$ cat config.mk
export PLATFORM = sky130hd
export DESIGN_NAME = elevator_request_scheduler
export DESIGN_NICKNAME = d
export VERILOG_FILES = /design/src/rtl/elevator_request_scheduler.sv
export SDC_FILE = /design/constraint.sdc
export NUM_CORES = 1
export LEC_CHECK = 0
export ABC_CLOCK_PERIOD_IN_PS = 2600
export BUFFER_PORTS_ARGS = -buffer_cell sky130_fd_sc_hd__buf_4
export CAP_MARGIN = 20
export CORE_ASPECT_RATIO = 0.6
export CORE_MARGIN = 4
export CORE_UTILIZATION = 30
export CTS_CLUSTER_DIAMETER = 60
export DETAILED_ROUTE_END_ITERATION = 6
export PLACE_DENSITY = 0.43
export SLEW_MARGIN = 10
export SYNTH_ARGS = -nofsm -noshare
export SYNTH_HDL_FRONTEND = slang
export SYNTH_SLANG_ARGS = --single-unit
$ cat constraint.sdc
create_clock -name clk -period 2.6 [get_ports clk]
set_input_delay 0.39 -clock clk [delete_from_list [all_inputs] [get_ports clk]]
set_output_delay 0.39 -clock clk [all_outputs]
set_load 0.02 [all_outputs]
$ cat src/rtl/elevator_request_scheduler.sv
// rtl/elevator_request_scheduler.sv - call-button latching and SCAN target selection for elevator_top
module elevator_request_scheduler #(
    parameter int NUM_FLOORS   = 4,
    parameter int FLOOR_W      = 2,
    parameter int HOME_FLOOR   = 0,
    parameter int IDLE_TIMEOUT = 200
) (
    input  logic                  clk,
    input  logic                  reset,
    input  logic [NUM_FLOORS-1:0] call_btn,
    input  logic [FLOOR_W-1:0]    curr_floor,
    input  logic                  door_open,
    input  logic                  motor_up,
    input  logic                  motor_down,
    output logic [FLOOR_W-1:0]    req_floor,
    output logic                  req_valid,
    output logic                  homing,
    output logic [NUM_FLOORS-1:0] pending,
    output logic                  dir_up
);

    typedef enum logic [1:0] {
        ST_IDLE       = 2'd0,
        ST_SWEEP_UP   = 2'd1,
        ST_SWEEP_DOWN = 2'd2
    } state_t;

    localparam logic [FLOOR_W-1:0] HOME_L    = FLOOR_W'(HOME_FLOOR);
    localparam logic [15:0]        TIMEOUT_L = 16'(IDLE_TIMEOUT);

    state_t                  r_state;
    state_t                  w_state_next;
    logic [NUM_FLOORS-1:0]   r_btn_q;
    logic [NUM_FLOORS-1:0]   r_pending;
    logic [FLOOR_W-1:0]      r_req_floor;
    logic                    r_req_valid;
    logic                    r_homing;
    logic                    r_dir_up;
    logic [15:0]             r_idle_cnt;

    logic [NUM_FLOORS-1:0]   w_edge;
    logic [NUM_FLOORS-1:0]   w_clr;
    logic [NUM_FLOORS-1:0]   w_pending_next;
    logic                    w_idle_car;
    logic                    w_any;
    logic                    w_cnt_cond;
    logic [15:0]             w_cnt_next;
    logic                    w_homing_next;
    logic [FLOOR_W-1:0]      w_req_floor_next;
    logic                    w_req_valid_next;
    logic                    w_dir_up_next;

    logic                    w_ge_found, w_gt_found, w_le_found, w_lt_found;
    logic [FLOOR_W-1:0]      w_ge, w_gt, w_le, w_lt;
    logic [FLOOR_W-1:0]      w_dist_up, w_dist_dn;

    // Button rising edges set requests; an open door clears its floor, and the clear wins.
    assign w_edge         = call_btn & ~r_btn_q;
    assign w_clr          = door_open ? ({{(NUM_FLOORS-1){1'b0}}, 1'b1} << curr_floor) : '0;
    assign w_pending_next = (r_pending | w_edge) & ~w_clr;

    assign w_idle_car = !(motor_up | motor_down) && !door_open;
    assign w_any      = |r_pending;

    // Idle counter saturates at the timeout; homing asserts the cycle the count arrives there.
    assign w_cnt_cond = (r_state == ST_IDLE) && !w_any && w_idle_car &&
                        (curr_floor != HOME_L) && (TIMEOUT_L != 16'd0);
    assign w_cnt_next = !w_cnt_cond ? 16'd0 :
                        (r_idle_cnt == TIMEOUT_L) ? r_idle_cnt : r_idle_cnt + 16'd1;

    // Homing is released by arrival at home or by any latched request.
    always_comb begin
        w_homing_next = r_homing;
        if ((curr_floor == HOME_L) || w_any) begin
            w_homing_next = 1'b0;
        end else if (w_cnt_cond && (w_cnt_next == TIMEOUT_L)) begin
            w_homing_next = 1'b1;
        end
    end

    // Nearest pending floors on each side of the car, inclusive and exclusive of the current floor.
    always_comb begin
        w_ge_found = 1'b0;
        w_gt_found = 1'b0;
        w_le_found = 1'b0;
        w_lt_found = 1'b0;
        w_ge       = '0;
        w_gt       = '0;
        w_le       = '0;
        w_lt       = '0;
        for (int i = NUM_FLOORS - 1; i >= 0; i--) begin
            if (r_pending[i] && (FLOOR_W'(i) >= curr_floor)) begin
                w_ge_found = 1'b1;
                w_ge       = FLOOR_W'(i);
            end
            if (r_pending[i] && (FLOOR_W'(i) > curr_floor)) begin
                w_gt_found = 1'b1;
                w_gt       = FLOOR_W'(i);
            end
        end
        for (int i = 0; i < NUM_FLOORS; i++) begin
            if (r_pending[i] && (FLOOR_W'(i) <= curr_floor)) begin
                w_le_found = 1'b1;
                w_le       = FLOOR_W'(i);
            end
            if (r_pending[i] && (FLOOR_W'(i) < curr_floor)) begin
                w_lt_found = 1'b1;
                w_lt       = FLOOR_W'(i);
            end
        end
    end

    assign w_dist_up = w_gt - curr_floor;
    assign w_dist_dn = curr_floor - w_lt;

    // SCAN next-state and target selection; everything holds unless the car is stopped with doors shut.
    always_comb begin
        w_state_next     = r_state;
        w_req_floor_next = r_req_floor;
        w_req_valid_next = r_req_valid;
        w_dir_up_next    = r_dir_up;
        if (w_idle_car) begin
            unique case (r_state)
                ST_SWEEP_UP: begin
                    if (w_ge_found) begin
                        w_req_floor_next = w_ge;
                        w_req_valid_next = 1'b1;
                    end else if (w_lt_found) begin
                        w_req_floor_next = w_lt;
                        w_req_valid_next = 1'b1;
                        w_state_next     = ST_SWEEP_DOWN;
                        w_dir_up_next    = 1'b0;
                    end else begin
                        w_req_floor_next = curr_floor;
                        w_req_valid_next = 1'b0;
                        w_state_next     = ST_IDLE;
                    end
                end
                ST_SWEEP_DOWN: begin
                    if (w_le_found) begin
                        w_req_floor_next = w_le;
                        w_req_valid_next = 1'b1;
                    end else if (w_gt_found) begin
                        w_req_floor_next = w_gt;
                        w_req_valid_next = 1'b1;
                        w_state_next     = ST_SWEEP_UP;
                        w_dir_up_next    = 1'b1;
                    end else begin
                        w_req_floor_next = curr_floor;
                        w_req_valid_next = 1'b0;
                        w_state_next     = ST_IDLE;
                    end
                end
                default: begin
                    if (!w_any) begin
                        w_req_floor_next = w_homing_next ? HOME_L : curr_floor;
                        w_req_valid_next = 1'b0;
                    end else if (r_pending[curr_floor]) begin
                        w_req_floor_next = curr_floor;
                        w_req_valid_next = 1'b1;
                    end else if (w_gt_found && (!w_lt_found || (w_dist_up <= w_dist_dn))) begin
                        w_req_floor_next = w_gt;
                        w_req_valid_next = 1'b1;
                        w_state_next     = ST_SWEEP_UP;
                        w_dir_up_next    = 1'b1;
                    end else begin
                        w_req_floor_next = w_lt;
                        w_req_valid_next = 1'b1;
                        w_state_next     = ST_SWEEP_DOWN;
                        w_dir_up_next    = 1'b0;
                    end
                end
            endcase
        end
    end

    // State, target and request registers with synchronous active-low reset.
    always_ff @(posedge clk) begin
        if (!reset) begin
            r_state     <= ST_IDLE;
            r_btn_q     <= '0;
            r_pending   <= '0;
            r_req_floor <= HOME_L;
            r_req_valid <= 1'b0;
            r_homing    <= 1'b0;
            r_dir_up    <= 1'b1;
            r_idle_cnt  <= 16'd0;
        end else begin
            r_state     <= w_state_next;
            r_btn_q     <= call_btn;
            r_pending   <= w_pending_next;
            r_req_floor <= w_req_floor_next;
            r_req_valid <= w_req_valid_next;
            r_homing    <= w_homing_next;
            r_dir_up    <= w_dir_up_next;
            r_idle_cnt  <= w_cnt_next;
        end
    end

    assign req_floor = r_req_floor;
    assign req_valid = r_req_valid;
    assign homing    = r_homing;
    assign pending   = r_pending;
    assign dir_up    = r_dir_up;

endmodule

==> key figures, run 1 <==
Clocking
  – # H-tree levels: 2
  – Post-CTS sizing: 0
  – Clk_lat worst skew: 270 ps
  – Clock net sink count: 31
  – # hold bufs at CTS: 0
  – TritonCTS Buffers: 5
  – Setup repair bufs after CTS: 0
  – Clock Tree Root: clkbuf_16
  – Clock buffer depth: 2
  – Reg clk slew, reported paths: 50 ps
  – CTS tree: yes

STA
  – Worst slew margin: 0.669
  – Final Hold Viols: 0
  – Slew @ Worst Pin: 496 ps
  – Fin crit period: 2340 ps
  – RSZ-0062 raised after global routing: no
  – Clk_skew: 6.12 ps
  – Fin. max-slew vios: 0
  – Fmax: 428 MHz
  – Total negative setup slack: 0 ps
  – Count of final setup violators: 0
  – Fin crit share: 0.899

Critical path
  – Start of the worst register-to-register path: pending[2]$_SDFF_PN0_
  – Worst setup SP type: flop
  – CP max FO: 4
  – Arrival @ worst endpoint: 2540 ps
  – Setup CP Type: flop to flop
  – Crit path required time: 2800 ps
  – Worst setup path startpoint: pending[2]$_SDFF_PN0_
  – Setup crit end kind: flop

Routing
  – Drt wl/cell: 15.1 um
  – Post-route DRC: 0
  – Initial DRC Count: 101
  – First-pass detailed-route iteration total: 5
  – Final ANT Viol Nets: 0
  – Via-to-Cell Ratio: 5.03
  – Routed wire length: 6.26 mm
  – DR vias: 2083

Yosys
  – Synth Instances: 295
  – Post-synth EDFFs: 0
  – Library cells used by synthesis: 62
  – Yosys reg bits: 31
  – Yosys warning total: 0
  – Main synth FF type: dfxtp_1
  – Area of the mapped netlist: 2320 um^2
  – Mean area per synthesized cell: 7.88 um^2
  – Share of synthesized registers carrying an async set or reset: 0
  – Sequential-to-total area share from yosys stat: 0.267
  – Syn Nets: 314

Min path
  – Hold path start: call_btn[3]
  – Min-delay worst type: primary input to flop

Power and ir drop
  – Reg power frac: 0.363
  – Pwr per Cell Area: 515 nW/um^2
  – Worst IR Drop VDD: 223 uV
  – NetSw: 381 uW
  – Int Power: 1020 uW
  – Design Power: 1400 uW
  – Combinational Power Share: 0.201
  – Switching part of the total power: 0.273
  – Pleak: 0.00104 uW
  – Clk pwr share: 0.436

Job
  – Max Cap Violations: 0

Cells and area
  – Share of layout cells above drive strength 1: 0.187
  – Area occupied by multi-input gates: 1510 um^2
  – Number of diodes: 0
  – Sequential cell area: 621 um^2
  – Area grow syn2layout: 16.9%
  – Nets: 328
  – Fill cells: 792
  – Post-route cell area: 2720 um^2

Global routing
  – Largest net degree at the start of global routing: 19
  – Gr ovfl total: 0
  – Vias in the first global route: 1842
  – Wire length of the first global-routing pass: 10.1 mm
  – Gr usage total: 0.136
  – Initial antenna violation count: 0

Placement
  – Post-DP Area: 2560 um^2
  – Hpwl dp: 4.82 mm
  – GPL Wtd Cong: 0.872
  – I/O Buffers: 19

Floorplan
  – Chip Height: 76.2 um
  – Io pins: 20
  – Core ar.: 7390 um^2
  – Die width: 122 um
  – Site Rows: 24
  – Area of the die: 9260 um^2
  – Initial core utilization: 0.315

Status
  – Status: finished clean
[power by group through the flow]
stage,logic [uW],clock network (uW),registers [uW]
2_1_floorplan,196,0,519
3_3_place_gp,283,0,519
3_5_place_dp,277,0,518
4_1_cts,279,628,508
5_1_grt,312,645,510
6_report,281,609,508
[state kept, by name, summed over array words and instances (netlist names)]
name,cells
r_idle_cnt,16
pending,4
r_btn_q,4
r_state,2
req_floor,2
dir_up,1
homing,1
req_valid,1
[cell type report]
type                    count  area share
well taps                 104      0.0479
inverters                  14      0.0194
flip-flops and latches     31       0.229
repair buffers             33      0.0912
clock buffers               8      0.0576
multi-input cells         224       0.555
[layer usage]
metal / global-route usage / part of all wire
met4: 0.0201 / 0.0040
met5: 0 / 0
met1: 0.246 / 0.59
met3: 0.0430 / 0.082
met2: 0.141 / 0.32
[logic make-up (layout without fill, tap and decap cells)]
| kind of cell | Yosys count | in the layout | synth area share |
|---|---|---|---|
| mux | 6 | 6 | 0.0339 |
| compound gates | 69 | 69 | 0.218 |
| buf+inv | 40 | 55 | 0.0856 |
| flops | 31 | 31 | 0.267 |
| simple gates | 121 | 121 | 0.277 |
| fa+ha+maj | 9 | 9 | 0.0474 |
| xor+xnor | 19 | 19 | 0.0716 |
[synthesized netlist by cell type (3+ instances only)]
cell / count / share of area
nand4_1: 5 / 0.013
and2_1: 6 / 0.016
mux2i_1: 3 / 0.013
a31oi_1: 5 / 0.013
o21ai_0: 19 / 0.041
buf_2: 9 / 0.019
xnor2_1: 7 / 0.026
nor3_1: 9 / 0.019
or2_2: 3 / 0.0081
nor2_1: 30 / 0.048
buf_6: 4 / 0.019
nor2b_1: 8 / 0.022
a21oi_1: 18 / 0.039
nand3_1: 14 / 0.030
clkbuf_1: 10 / 0.016
dfxtp_1: 31 / 0.27
and3_1: 3 / 0.0081
inv_1: 13 / 0.021
xor2_1: 12 / 0.045
nand2_1: 25 / 0.040
o211ai_1: 3 / 0.0097
ha_1: 8 / 0.043
nand2b_1: 3 / 0.0081
[final timing paths]
path              slack (ps)  depth (start not counted)                        end
setup / recovery         260                         11  req_floor[0]$_SDFFE_PN0N_
hold / removal           330                          2      r_btn_q[3]$_SDFF_PN0_
setup reg to reg         260                         11  req_floor[0]$_SDFFE_PN0N_
hold reg to reg          480                          2     req_valid$_SDFFE_PN0N_
[cells in the final DEF (no fill, tap or decap), types with 3 or more instances in the layout]
cell,Yosys,routed
xor2_1,12,12
nor3_1,9,9
nand4_1,5,5
a21oi_1,18,18
clkbuf_16,0,5
nand2b_1,3,3
o21ai_0,19,18
o211ai_1,3,3
and2_1,6,6
ha_1,8,8
mux2i_1,3,3
buf_4,2,33
and3_1,3,3
a31oi_1,5,5
xnor2_1,7,7
nand3_1,14,14
inv_1,13,13
nor2_1,30,30
or2_2,3,3
nand2_1,25,25
dfxtp_1,31,31
nor2b_1,8,8
[per-stage QoR]
| step | cells | hold slack [ps] | setup slack [ps] | utilization |
|---|---|---|---|---|
| final | 414 | 326 | 263 | 0.368 |
| after global routing | 414 | 332 | 51.9 | 0.368 |
| after CTS | 414 | 322 | 266 | 0.368 |
| after detailed placement | 406 | 475 | 182 | 0.346 |
| after global placement | 406 | 480 | 198 | 0.346 |
| after floorplan | 295 | 491 | 15.6 | - |
[critical path, stage by stage (launching register included)]
cell       delay [ps]
dfxtp_1           410
a21oi_1           110
and2_1            160
ha_1              180
xnor2_1           160
ha_1              260
nor2b_1           140
o21ai_2           170
a2bb2oi_2         200
o221ai_1          150
a41o_1            260
o21ai_1            60
Note: power is estimated with default switching activity, not from simulation.
==> run 2: changes to the inputs <==
--- a/config.mk
+++ b/config.mk
@@ -13,6 +13,7 @@
 export CORE_UTILIZATION = 30
 export CTS_CLUSTER_DIAMETER = 60
 export DETAILED_ROUTE_END_ITERATION = 6
+export GPL_TIMING_DRIVEN = 0
 export PLACE_DENSITY = 0.43
 export SLEW_MARGIN = 10
 export SYNTH_ARGS = -nofsm -noshare
==> run 2 against run 1 <==
Global-route usage grew 0.60 points. Routed wire length grew 4.8%. Cell area grew 3.8%. Sequential power shrank 1%. Critical path depth grew 2. Critical path type is now primary input to flop.
==> key figures, run 2 (same netlist as run 1, synthesis figures left out) <==
Status
  – Status: finished clean

Floorplan
  – Chip Height: 76.2 um (unchanged)
  – Core ar.: 7390 um^2 (unchanged)
  – Site Rows: 24 (unchanged)
  – Die width: 122 um (unchanged)
  – Io pins: 20 (unchanged)
  – Initial core utilization: 0.315 (unchanged)
  – Area of the die: 9260 um^2 (unchanged)

Placement
  – I/O Buffers: 16 (-3)
  – Hpwl dp: 5.07 mm (+5.2%)
  – Pre-CTS WS: -345 ps (-527 ps)
  – Placed cells: 415 (+2.2%)
  – GPL Wtd Cong: 0.850 (-2.6%)

Critical path
  – Worst setup SP type: primary input
  – Crit path top cell by count: ha_1
  – Setup CP Type: primary input to flop
  – Crit Reg-Reg Endpoint: req_floor[0]$_SDFFE_PN0N_
  – Setup crit end kind: flop
  – Arrival @ worst endpoint: 2660 ps (+120 ps)
  – Max stage delay cell, worst path: ha_1
  – Start of the worst register-to-register path: pending[2]$_SDFF_PN0_
  – Critical path cell sequence: clkbuf_4 -> buf_6 -> a21oi_2 -> and2_1 -> ha_1 -> xnor2_1 -> ha_1 -> nor2b_1 -> o21ai_2 -> a2bb2oi_2 -> o221ai_1 -> a41o_1 -> o21ai_1
  – CP max FO: 10 (+6)
  – R2R setup slack: 140 ps (-120 ps)
  – CP max stage delay: 280 ps (-130 ps)
  – Reg2Reg Depth: 12 (+1)
  – Crit path required time: 2800 ps (about the same)

Clocking
  – TritonCTS Buffers: 5 (unchanged)
  – Clock Tree Root: clkbuf_16
  – Clk_lat worst skew: 270 ps (about the same)
  – CTS tree: yes
  – Clock net sink count: 31 (unchanged)
  – # H-tree levels: 2 (unchanged)
  – Reg clk slew, reported paths: 50 ps (about the same)
  – Clock buffer depth: 2 (unchanged)

Routing
  – Routed wire length: 6.55 mm (+4.8%)
  – First-pass detailed-route iteration total: 5 (unchanged)
  – Final ANT Viol Nets: 0 (unchanged)
  – DR vias: 2131 (+2.3%)
  – Initial DRC Count: 158 (+56%)
  – Via-to-Cell Ratio: 4.99 (-0.81%)
  – Drt wl/cell: 15.3 um (+1.6%)
  – Post-route DRC: 0 (unchanged)

Cells and area
  – Most frequent cells in the layout: nor2_1, dfxtp_1, nand2_1, buf_4, a21oi_1
  – Number of flip-flops under the largest register name: 16 (unchanged)
  – Register bank with the most flops: r_idle_cnt
  – Non-Filler Instances: 427 (+3.1%)
  – Nets: 341 (+4.0%)
  – Number of diodes: 0 (unchanged)
  – Area grow syn2layout: 21.3%
  – Share of layout cells above drive strength 1: 0.214 (+0.0265)

STA
  – Fmax: 407 MHz (-4.8%)
  – RSZ-0062 raised after global routing: no
  – Fin. max-slew vios: 0 (unchanged)
  – Min Hold Slack: 325 ps (-1.59 ps)
  – Total negative setup slack: 0 ps (unchanged)
  – Clk_skew: 4.87 ps (-1.25 ps)
  – Final setup margin: 145 ps (-118 ps)
  – Fin crit share: 0.944 (+0.0454)
  – Fin crit period: 2460 ps (+118 ps)
  – Final Hold Viols: 0 (unchanged)
  – Worst slew margin: 0.578 (-0.0906)
  – Slew @ Worst Pin: 629 ps (+133 ps)
  – Count of final setup violators: 0 (unchanged)

Power and ir drop
  – Pleak: 0.00110 uW (+5.8%)
  – Worst IR Drop VDD: 219 uV (-1.9%)
  – Pwr per Cell Area: 528 nW/um^2 (+2.5%)

Min path
  – WHS Path Cells: 2 (unchanged)
  – Min-delay worst type: primary input to flop
  – Hold path start: call_btn[1]
  – Hold Crit Endpoint: r_btn_q[1]$_SDFF_PN0_

Global routing
  – Vias in the first global route: 1907 (+3.5%)
  – Gr usage total: 0.142 (+0.00601)
  – Largest net degree at the start of global routing: 18 (-1)
  – Wire length of the first global-routing pass: 10.5 mm (+3.7%)
  – Initial antenna violation count: 0 (unchanged)
  – Gr ovfl total: 0 (unchanged)

Job
  – Max Cap Violations: 0 (unchanged)
run 2: cell count changes in the layout (fill, tap and decap cells not counted), moves of 5 or more:
cell and delta:
buf_4 -8, buf_6 +5, clkbuf_1 +7, buf_2 +6
run 2: final cells by class:
cell class	count	area, um^2
multi-input cells	224	1520
repair buffers	24	178
fillers	788	4570
plain buffers	22	141
flip-flops and latches	31	622
well taps	104	130
clock buffers	6	139
inverters	14	56.3
clock inverters	2	35.0
run 2: metal layers:
| metal | up-vias | part of all wire | wire length [um] | track usage |
|---|---|---|---|---|
| li1 | 1100 | - | - | - |
| met1 | 973 | 0.60 | 3910 | 0.255 |
| met2 | 56 | 0.34 | 2250 | 0.159 |
| met3 | 2 | 0.056 | 368 | 0.0312 |
| met4 | 0 | 0.0029 | 19 | 0.0235 |
| met5 | - | 0 | 0 | 0 |
run 2: how the worst max path moves through the flow:
stage                                  start                   endpoint  slack, ps  cells after the start
global route        r_idle_cnt[0]$_SDFF_PN0_  req_floor[1]$_SDFFE_PN0N_          6                      9
CTS                            curr_floor[0]  req_floor[0]$_SDFFE_PN0N_         10                     13
detailed placement             curr_floor[1]  req_floor[0]$_SDFFE_PN0N_       -350                     14
floorplan                      curr_floor[1]  req_floor[0]$_SDFFE_PN0N_         20                     14
finish                         curr_floor[0]  req_floor[0]$_SDFFE_PN0N_        140                     13
global placement               curr_floor[1]  req_floor[0]$_SDFFE_PN0N_       -410                     14
run 2: what timing repair did:
action | 4_1_cts | 5_1_grt
gates resized for setup | 5 | 9
pin swaps | 0 | 2
setup endpoints to repair | 4 | 2
buffers inserted | 0 | 7
hold endpoints to repair | 0 | 0
hold buffers | 0 | 0
gates cloned | 0 | 1
run 2: power breakdown:
group | internal, uW | total [uW] | switching (uW)
Clock | 476 | 684 | 208
Combinational | 127 | 302 | 176
Sequential | 490 | 501 | 10.5
Total | 1090 | 1490 | 394
run 2: worst max-delay path, delay by kind of cell:
kind	cells	cell delay, ps
AO/OA/AOI/OAI	6	1010
XOR/XNOR	1	120
adder cells (fa/ha/maj)	2	460
buffers and inverters	2	380
AND/OR/NAND/NOR	2	300
run 2: per-stage QoR:
step	total power, uW	area [um^2]	utilization
after floorplan	715	2330	-
after global placement	801	2580	0.350
after detailed placement	795	2580	0.350
after CTS	1500	2770	0.374
after global routing	1570	2820	0.382
final	1490	2820	0.382
==> run 3: changes to the inputs <==
--- a/config.mk
+++ b/config.mk
@@ -14,7 +14,8 @@
 export CTS_CLUSTER_DIAMETER = 60
 export DETAILED_ROUTE_END_ITERATION = 6
 export GPL_TIMING_DRIVEN = 0
-export PLACE_DENSITY = 0.43
+export MAX_ROUTING_LAYER = met4
+export PLACE_DENSITY_LB_ADDON = 0.08
 export SLEW_MARGIN = 10
 export SYNTH_ARGS = -nofsm -noshare
 export SYNTH_HDL_FRONTEND = slang
==> run 3 against run 2 <==
Sequential power barely moved. Routed wire length fell by 1.4%. Critical endpoint unchanged. Critical path type unchanged. Core utilization fell by 0.25 points. Via count rose by 0.80%. Clock power fell by 18%. Register-to-register slack improved by 30 ps. Power fell by 7.5%. Largest power group unchanged. Hold slack got worse by 8.6 ps. Highest routed layer unchanged. Clock skew rose by 2.5 ps. Global-route usage rose by 0.51 points. Fmax rose by 0.34%.
==> key figures, run 3 (same netlist as run 1, synthesis figures left out) <==
Routing
  – Via-to-Cell Ratio: 5.03 (+0.80%)
  – First-pass detailed-route iteration total: 4 (-1)
  – Initial DRC Count: 175 (+11%)
  – Post-route DRC: 0 (unchanged)
  – Drt wl/cell: 15.1 um (-1.4%)
  – DR vias: 2148 (+0.80%)
  – Routed wire length: 6.46 mm (-1.4%)
  – Final ANT Viol Nets: 0 (unchanged)

Cells and area
  – Post-route cell area: 2800 um^2 (-0.67%)
  – Nets: 341 (unchanged)
  – Most frequent cells in the layout: nor2_1, dfxtp_1, nand2_1, buf_4, a21oi_1
  – Fin util: 0.379 (-0.00254)
  – Fill cells: 778 (-1.3%)
  – Sequential cell area: 622 um^2 (unchanged)
  – Non-Filler Instances: 427 (unchanged)
  – Area grow syn2layout: 20.5%
  – Number of flip-flops under the largest register name: 16 (unchanged)
  – Area occupied by multi-input gates: 1540 um^2 (+1.2%)
  – Number of diodes: 0 (unchanged)
  – Share of layout cells above drive strength 1: 0.211 (-0.00310)
  – Register bank with the most flops: r_idle_cnt

Critical path
  – Crit path top cell by count: ha_1
  – Reg2Reg Depth: 12 (unchanged)
  – Start of the worst register-to-register path: pending[2]$_SDFF_PN0_
  – Crit Reg-Reg Endpoint: req_floor[0]$_SDFFE_PN0N_
  – CP max FO: 10 (unchanged)
  – CP max stage delay: 250 ps (-30 ps)
  – Setup crit end kind: flop
  – WP buf/inv: 2 (unchanged)
  – Worst path top cell family by delay: compound AO/OA/AOI/OAI gates
  – Total stage count of the critical path: 13 (unchanged)
  – Crit path required time: 2820 ps (+20 ps)
  – Critical path cell sequence: buf_2 -> buf_6 -> a21oi_2 -> and2_1 -> ha_1 -> xnor2_1 -> ha_1 -> nor2b_1 -> o21ai_2 -> a2bb2oi_4 -> o221ai_1 -> a41o_1 -> o21ai_1
  – Arrival @ worst endpoint: 2660 ps (about the same)
  – Max stage delay cell, worst path: ha_1
  – Setup CP Type: primary input to flop
  – R2R setup slack: 170 ps (+30 ps)
  – Worst setup SP type: primary input

Clocking
  – Clock net sink count: 31 (unchanged)
  – TritonCTS Buffers: 5 (unchanged)
  – Reg clk slew, reported paths: 50 ps (about the same)
  – # H-tree levels: 2 (unchanged)
  – Clock buffer depth: 2 (unchanged)
  – Clock Tree Root: clkbuf_16
  – # hold bufs at CTS: 0 (unchanged)
  – Clk_lat worst skew: 280 ps (about the same)
  – CTS tree: yes

Placement
  – GPL Wtd Cong: 0.873 (+2.8%)
  – Placed cells: 415 (unchanged)
  – Hpwl dp: 5.06 mm (-0.25%)
  – Post-DP Area: 2580 um^2 (unchanged)
  – I/O Buffers: 16 (unchanged)

Global routing
  – Gr usage total: 0.148 (+0.00507)
  – Largest net degree at the start of global routing: 18 (unchanged)
  – Wire length of the first global-routing pass: 10.4 mm (-1.6%)
  – Vias in the first global route: 1884 (-1.2%)
  – Initial antenna violation count: 0 (unchanged)
  – Gr ovfl total: 0 (unchanged)

Floorplan
  – Io pins: 20 (unchanged)
  – Initial core utilization: 0.315 (unchanged)
  – Die width: 122 um (unchanged)
  – Chip Height: 76.2 um (unchanged)
  – Area of the die: 9260 um^2 (unchanged)
  – Site Rows: 24 (unchanged)
  – Core ar.: 7390 um^2 (unchanged)

Power and ir drop
  – Clk pwr share: 0.410 (-0.050)
  – Pleak: 0.00107 uW (-2.0%)
  – Combinational Power Share: 0.225 (+0.022)
  – Switching part of the total power: 0.291 (+0.0258)
  – Worst IR Drop VDD: 236 uV (+7.6%)
  – Pwr per Cell Area: 491 nW/um^2 (-6.9%)
  – Reg power frac: 0.364 (+0.027)
  – NetSw: 400 uW (+1.5%)
  – Int Power: 975 uW (-11%)

STA
  – Fin crit period: 2450 ps (-8.40 ps)
  – Worst slew margin: 0.629 (+0.0506)
  – Fin crit share: 0.941 (-0.00323)
  – Fmax: 409 MHz (+0.34%)
  – RSZ-0062 raised after global routing: no
  – Total negative setup slack: 0 ps (unchanged)
  – Final Hold Viols: 0 (unchanged)
  – Slew @ Worst Pin: 550 ps (-79.4 ps)
  – Clk_skew: 7.38 ps (+2.51 ps)
  – Fin. max-slew vios: 0 (unchanged)
  – Count of final setup violators: 0 (unchanged)

Min path
  – Min-delay worst type: primary input to flop
  – Hold path start: call_btn[3]
  – WHS Path Cells: 2 (unchanged)
  – Hold Crit Endpoint: r_btn_q[3]$_SDFF_PN0_

Job
  – Max Cap Violations: 0 (unchanged)

Status
  – Status: finished clean
==> run 3: final cells by class <==
class / count / share of cell area
Multi-Input combinational cell: 224 / 0.548
Sequential cell: 31 / 0.222
Timing Repair Buffer: 24 / 0.0634
Buffer: 22 / 0.0496
Clock buffer: 7 / 0.0474
Tap cell: 104 / 0.0465
Inverter: 14 / 0.0210
Clock inverter: 1 / 0.00179
==> run 3: stage by stage <==
step	power, uW	hold WS [ps]	setup slack (ps)
6_report	1380	316	153
2_1_floorplan	715	491	15.6
3_5_place_dp	796	495	-358
5_1_grt	1450	319	12.1
4_1_cts	1370	311	27.3
3_3_place_gp	802	459	-447
==> run 3: power groups by stage <==
stage | Clock [uW] | Combinational (uW) | Sequential [uW]
after floorplan | 0 | 196 | 519
after global placement | 0 | 292 | 510
after CTS | 581 | 285 | 500
after global routing | 602 | 341 | 503
final | 564 | 310 | 501
after detailed placement | 0 | 286 | 510
==> run 3: repair_timing <==
action / CTS / global route
setup buffers: 0 / 7
pin swaps: 0 / 2
setup endpoints to repair: 4 / 6
resized for setup: 2 / 13
gates cloned: 0 / 1
==> run 3: routing by layer <==
metal  GRT usage  wire length, um
met5           -                0
met4      0.0436               81
met3      0.0423              387
met2       0.159             2230
met1       0.243             3760
==> run 3: worst max path at each step <==
stage | startpoint | endpoint | slack, ps
floorplan | curr_floor[1] | req_floor[0]$_SDFFE_PN0N_ | 20
global placement | curr_floor[1] | req_floor[1]$_SDFFE_PN0N_ | -450
detailed placement | curr_floor[1] | req_floor[0]$_SDFFE_PN0N_ | -360
CTS | curr_floor[1] | req_floor[0]$_SDFFE_PN0N_ | 30
global route | curr_floor[0] | req_floor[0]$_SDFFE_PN0N_ | 10
finish | curr_floor[0] | req_floor[0]$_SDFFE_PN0N_ | 150
